File: src/rtl/branch_redirect_flush_ctrl.sv
// Branch redirect / pipeline flush controller: captures a taken-branch target,
// redirects the PC for one cycle and bubbles IF/ID and ID/EX for FLUSH_CYCLES cycles.
module branch_redirect_flush_ctrl #(
  parameter int unsigned FLUSH_CYCLES      = 2,
  parameter logic [15:0] COUNT_RESET_VALUE = 16'h0
) (
  input  logic        clock,
  input  logic        reset,
  input  logic        and_control,
  input  logic        ex_valid,
  input  logic        hold,
  input  logic [31:0] branch_target,
  output logic        pc_src,
  output logic [31:0] pc_target,
  output logic        flush_if_id,
  output logic        flush_id_ex,
  output logic        busy,
  output logic [15:0] redirect_count
);

  typedef enum logic [1:0] {
    IDLE,
    REDIRECT,
    FLUSH
  } state_t;

  // REDIRECT already provides the first flush cycle; FLUSH covers the rest.
  localparam logic [2:0] CNT_LOAD = (FLUSH_CYCLES >= 2) ? 3'(FLUSH_CYCLES - 2) : 3'd0;

  state_t     state;
  logic [2:0] flush_cnt;

  always_ff @(posedge clock) begin
    if (reset) begin
      state          <= IDLE;
      flush_cnt      <= '0;
      pc_target      <= '0;
      redirect_count <= COUNT_RESET_VALUE;
      pc_src         <= 1'b0;
      flush_if_id    <= 1'b0;
      flush_id_ex    <= 1'b0;
      busy           <= 1'b0;
    end else if (!hold) begin
      case (state)
        IDLE: begin
          if (and_control && ex_valid) begin
            state       <= REDIRECT;
            pc_target   <= branch_target;
            if (redirect_count != '1) begin
              redirect_count <= redirect_count + 16'd1;
            end
            pc_src      <= 1'b1;
            flush_if_id <= 1'b1;
            flush_id_ex <= 1'b1;
            busy        <= 1'b1;
          end
        end
        REDIRECT: begin
          pc_src <= 1'b0;
          if (FLUSH_CYCLES <= 1) begin
            state       <= IDLE;
            flush_if_id <= 1'b0;
            flush_id_ex <= 1'b0;
            busy        <= 1'b0;
          end else begin
            state     <= FLUSH;
            flush_cnt <= CNT_LOAD;
          end
        end
        FLUSH: begin
          if (flush_cnt == '0) begin
            state       <= IDLE;
            flush_if_id <= 1'b0;
            flush_id_ex <= 1'b0;
            busy        <= 1'b0;
          end else begin
            flush_cnt <= flush_cnt - 3'd1;
          end
        end
        default: begin
          state       <= IDLE;
          flush_cnt   <= '0;
          pc_src      <= 1'b0;
          flush_if_id <= 1'b0;
          flush_id_ex <= 1'b0;
          busy        <= 1'b0;
        end
      endcase
    end
  end

endmodule

File: config.mk
export PLATFORM = sky130hd
export DESIGN_NAME = branch_redirect_flush_ctrl
export DESIGN_NICKNAME = d
export VERILOG_FILES = /design/src/rtl/branch_redirect_flush_ctrl.sv
export SDC_FILE = /design/constraint.sdc
export NUM_CORES = 1
export LEC_CHECK = 0
export CAP_MARGIN = 20
export CORE_MARGIN = 5
export CORE_UTILIZATION = 29
export DETAILED_ROUTE_END_ITERATION = 12
export REMOVE_ABC_BUFFERS = 1
export SLEW_MARGIN = 25
export SYNTH_ARGS = -nofsm -noshare
export SYNTH_HDL_FRONTEND = slang
export SYNTH_SLANG_ARGS = --single-unit
File: constraint.sdc
create_clock -name clock -period 4.7 [get_ports clock]
set_input_delay 0.705 -clock clock [delete_from_list [all_inputs] [get_ports clock]]
set_output_delay 0.705 -clock clock [all_outputs]
set_load 0.05 [all_outputs]
* Yosys cells after proc, flatten, opt, wreduce, memory -nomap -nowiden *
Index checks and enable logic that the tools add are counted.

word-level totals
  register bits = 55
  input port bits = 37
  output and inout port bits = 52

cells by class
  add/sub/neg operators = 2
  equal/unequal tests = 6
  multiplexer cells = 9
  bitwise logic cells = 4
  reduce and logical (&&, ||, !) cells = 9

operator list
  operator               count
  $add 16x1->16 const B  1
  $ne 16x16->1 const B   1
  $reduce_and 3->1       4
  $reduce_and 4->1       2
  $ne 2x2->1 const B     3
  $pmux 2 s3             1
  $pmux 3 s2             1
  $mux 2                 2
  $not 1->1              4
  $logic_not 3->1        1
  $mux 3                 1
  $pmux 1 s3             1
  $sub 3x1->3 const B    1
  $eq 2x1->1 const B     1
  $eq 2x2->1 const B     1
  $logic_not 2->1        1
  $mux 1                 2
  $pmux 1 s2             1
  $logic_and 1x1->1      1

* Logic depth before layout (Yosys ltp) *
  depth in word-level cells = 3
  mapped depth = 7
  depth with buffers taken out = 7

* Worst setup path after synthesis *
OpenSTA, ideal clock, no wires.

  path kind = reg-to-reg
  start = register redirect_count[0]
  end = register redirect_count[1]
  library setup time = 0.071 ns
  arrival = 2.134 ns
  slack = 2.496 ns
  cell stages (with the launch flop) = 7
  path buffers = 1
  period minus slack after synthesis = 2.204 ns
  path through = dfxtp_1 -> ha_1 -> nand4_1 -> nor4_2 -> buf_2 -> o21ai_0 -> a21oi_1

between the ends
  longest elaborated chain between the ends = 2
  elaborated cells between the ends (all ways) = 3

RTL lines
  element                                                                line  text
  from (decl)                                                            18    output logic [15:0] redirect_count
  from (signal assigned)                                                 50    redirect_count <= redirect_count + 16'd1;
  parallel branches: the longest is 2 deep, another holds $add 16x1->16  -

Parallel ways; which one is timed is not known.
A chain may end at the register's enable or synchronous reset.

* Worst setup path after layout *
  start = input hold
  end = register redirect_count[3]

between the ends
  longest elaborated chain between the ends = 2

RTL lines
  element                            line  text
  from (decl)                        11    input logic hold,
  $not 1->1 (no source line)         -
  $reduce_and 4->1 (no source line)  -

Every way passes these cells.

==> flow_metrics.env <==
export IMPL_status="finished, final reports clean"
export IMPL_grt_pass1_wl_mm=9.91
export IMPL_hold_ws_ns=0.458
export IMPL_tightest_slew_ns=0.746
export IMPL_synth_edf_count=0
export IMPL_synth_top_cell_area_share=0.486
export IMPL_cpMaxStageDelayCell="or4_1"
export IMPL_critical_path_class="input port to flip-flop"
export IMPL_path_clk_slew_ns=0.11
export IMPL_start_util=0.296
export IMPL_synth_top_area_cell="dfxtp_1"
export IMPL_tns_ns=0
export IMPL_slew_headroom=0.499
export IMPL_worstPathArrival_ns=2.70
export IMPL_drtIter0Drc=67
export IMPL_die_area_um2=9670
export IMPL_totalWireLength_mm=6.13
export IMPL_dp_hpwl_mm=4.18
export IMPL_core_area_um2=7650
export IMPL_ys_seq_elements=55
export IMPL_max_freq_mhz=407
export IMPL_drv_cap=0
export IMPL_die_w_um=98.3
export IMPL_worst_path_buf_inv=1
export IMPL_synth_area_um2=2260
export IMPL_period_minus_slack_ns=2.46
export IMPL_drtPass1Iterations=4
export IMPL_first_global_vias=2052
export IMPL_clock_sinks=55
export IMPL_root_buffer="clkbuf_8"
export IMPL_h_tree_depth=2
export IMPL_setup_viol=0
export IMPL_final_setup_skew_ns=0.00891
export IMPL_final_area_um2=3360
export IMPL_cp_top_family="simple AND/OR/NAND/NOR gates"
export IMPL_holdCritPathClass="flip-flop to flip-flop"
export IMPL_cpPeakStageDelay_ns=0.62
export IMPL_powerDensity_nw_per_um2=293
export IMPL_post_cts_buffers=0
export IMPL_grt_overflow_total=0
export IMPL_stdcell_count=458
export IMPL_detailed_place_area_um2=3220
export IMPL_antenna_found_initial=0
export IMPL_io_pins=89
export IMPL_yosys_cell_types_count=42
export IMPL_grt_setup_unrepaired="no"
export IMPL_num_rows=32
export IMPL_clockBufferDepth=2
export IMPL_critPathCaptureType="flip-flop"
export IMPL_post_cts_resized=0
export IMPL_worstPathRequired_ns=4.95
export IMPL_synthFlopType="dfxtp_1"
export IMPL_n_fill_cell=777
export IMPL_setup_ws_ns=2.24
export IMPL_p_comb_frac=0.130
export IMPL_p_leak_uw=0.00111
export IMPL_gp_congestion=0.744
export IMPL_die_y_um=98.3
export IMPL_final_hold_violation_count=0
export IMPL_syn2layout_area_growth_pct=48.4
export IMPL_dp_slack_ns=1.91
export IMPL_p_sw_frac=0.244
export IMPL_numCtsBuffers=5
export IMPL_ys_warn_count=0
export IMPL_clkPwrFrac=0.379
export IMPL_cts_tree="done"
export IMPL_vdd_drop_max_v=0.000140
export IMPL_p_int_uw=743
export IMPL_path_max_fanout=17
export IMPL_critPathLaunchType="input port"
export IMPL_synth_avg_cell_area_um2=8.23
export IMPL_detail_route_antenna_nets=0
export IMPL_wl_per_cell_um=13.4
export IMPL_antennaDiodeCount=0
export IMPL_vias_per_cell=4.83
export IMPL_slew_violations=0
export IMPL_synth_area_leaders="dfxtp_1, nand2_1, a21oi_1"
export IMPL_ys_seq_area_frac=0.486
export IMPL_path_cells="clkdlybuf4s50_1 -> and4bb_2 -> nand2_1 -> or4_1 -> a21oi_1"
export IMPL_seq_power_share=0.492
export IMPL_synthArstFlopShare=0
export IMPL_drc=0
export IMPL_vias=2211
export IMPL_clock_latency_ns=0.31
export IMPL_holdBufCountCts=0
export IMPL_grt_max_degree=56
export IMPL_drive_gt1_frac=0.0646
export IMPL_p_switching_uw=240
export IMPL_period_share=0.522
export IMPL_io_buffers=88
export IMPL_finalNetCount=395
export IMPL_grt_util_all_layers=0.122
export IMPL_dpl_cell_count=450
export IMPL_synthCells=275
through the flow:
stage | total power [µW] | utilization
finish | 983 | 0.439
floorplan | 554 | -
global route | 1020 | 0.439
CTS | 997 | 0.439
detailed placement | 623 | 0.421
global placement | 623 | 0.420
area by class of cell:
cell class | instances | area, µm² | area share
clock buffers | 5 | 68.8 | 0.0205
well taps | 102 | 128 | 0.0380
flip-flops and latches | 55 | 1100 | 0.328
multi-input cells | 196 | 1070 | 0.320
inverters | 7 | 26.3 | 0.00782
clock inverters | 3 | 67.6 | 0.0201
repair buffers | 90 | 893 | 0.266
worst min-delay path: stages (launching register included):
cell,delay [ns]
dfxtp_1,0.32
nand2_1,0.05
a21oi_1,0.05
per-layer routing:
metal / up-vias / global-route usage / wire, µm
met2: 64 / 0.199 / 2830
met1: 1022 / 0.146 / 2740
li1: 1118 / - / -
met4: 0 / 0.0347 / 65
met5: - / 0 / 0
met3: 7 / 0.0536 / 491
final timing paths:
check | endpoint | slack (ns) | cells after the start | start
max | redirect_count[3] | 2.24 | 5 | hold
min | pc_target[23] | 0.46 | 2 | pc_target[23]
max reg2reg | redirect_count[5] | 2.47 | 5 | redirect_count[0]
min reg2reg | pc_target[23] | 0.46 | 2 | pc_target[23]
cell usage after synthesis, drive strengths merged, types with 2 or more instances:
master / instances
nand2: 70
dfxtp: 55
a21oi: 48
clkbuf: 13
nor2: 13
inv: 7
nand3: 7
o31ai: 6
or4: 6
nand4: 5
nor3: 5
buf: 4
o21ai: 4
ha: 3
or3: 3
a31oi: 2
a41oi: 2
nor4: 2
o2111a: 2
flip-flops by register name, summed over array words and instances (netlist names):
register,cells
busy,1
flush_cnt,3
redirect_count,16
pc_target,32
pc_src,1
state,2
cell families (layout without fill, tap and decap cells):
kind of cell / Yosys count / count (layout) / share of synthesized area
buffers and inverters: 24 / 105 / 0.0437
AO/OA/AOI/OAI: 72 / 72 / 0.190
adder cells (fa/ha/maj): 3 / 3 / 0.0166
multiplexers: 1 / 1 / 0.00497
AND/OR/NAND/NOR: 120 / 120 / 0.258
flip-flops: 55 / 55 / 0.486
power groups by stage:
| stage | Combinational [µW] | Sequential [µW] | Clock, µW |
|---|---|---|---|
| 3_3_place_gp | 129 | 494 | 0 |
| 5_1_grt | 135 | 485 | 398 |
| 4_1_cts | 129 | 484 | 384 |
| 3_5_place_dp | 128 | 494 | 0 |
| 6_report | 127 | 483 | 372 |
| 2_1_floorplan | 21.8 | 532 | 0 |
cells in the final DEF, fill, tap and decap left out, types with 2 or more instances in the layout:
master           instances
clkbuf_8                 5
o21ai_0                  4
bufinv_16                2
o31ai_1                  6
clkdlybuf4s50_1         87
buf_4                    3
or3_1                    3
o2111a_1                 2
ha_1                     3
nand4_1                  5
nand2_1                 70
a21oi_1                 48
a31oi_1                  2
a41oi_1                  2
dfxtp_1                 55
inv_1                    7
nor3_1                   4
nor2_1                  12
nand3_1                  7
or4_1                    5
Note: power is estimated with default switching activity, not from simulation.
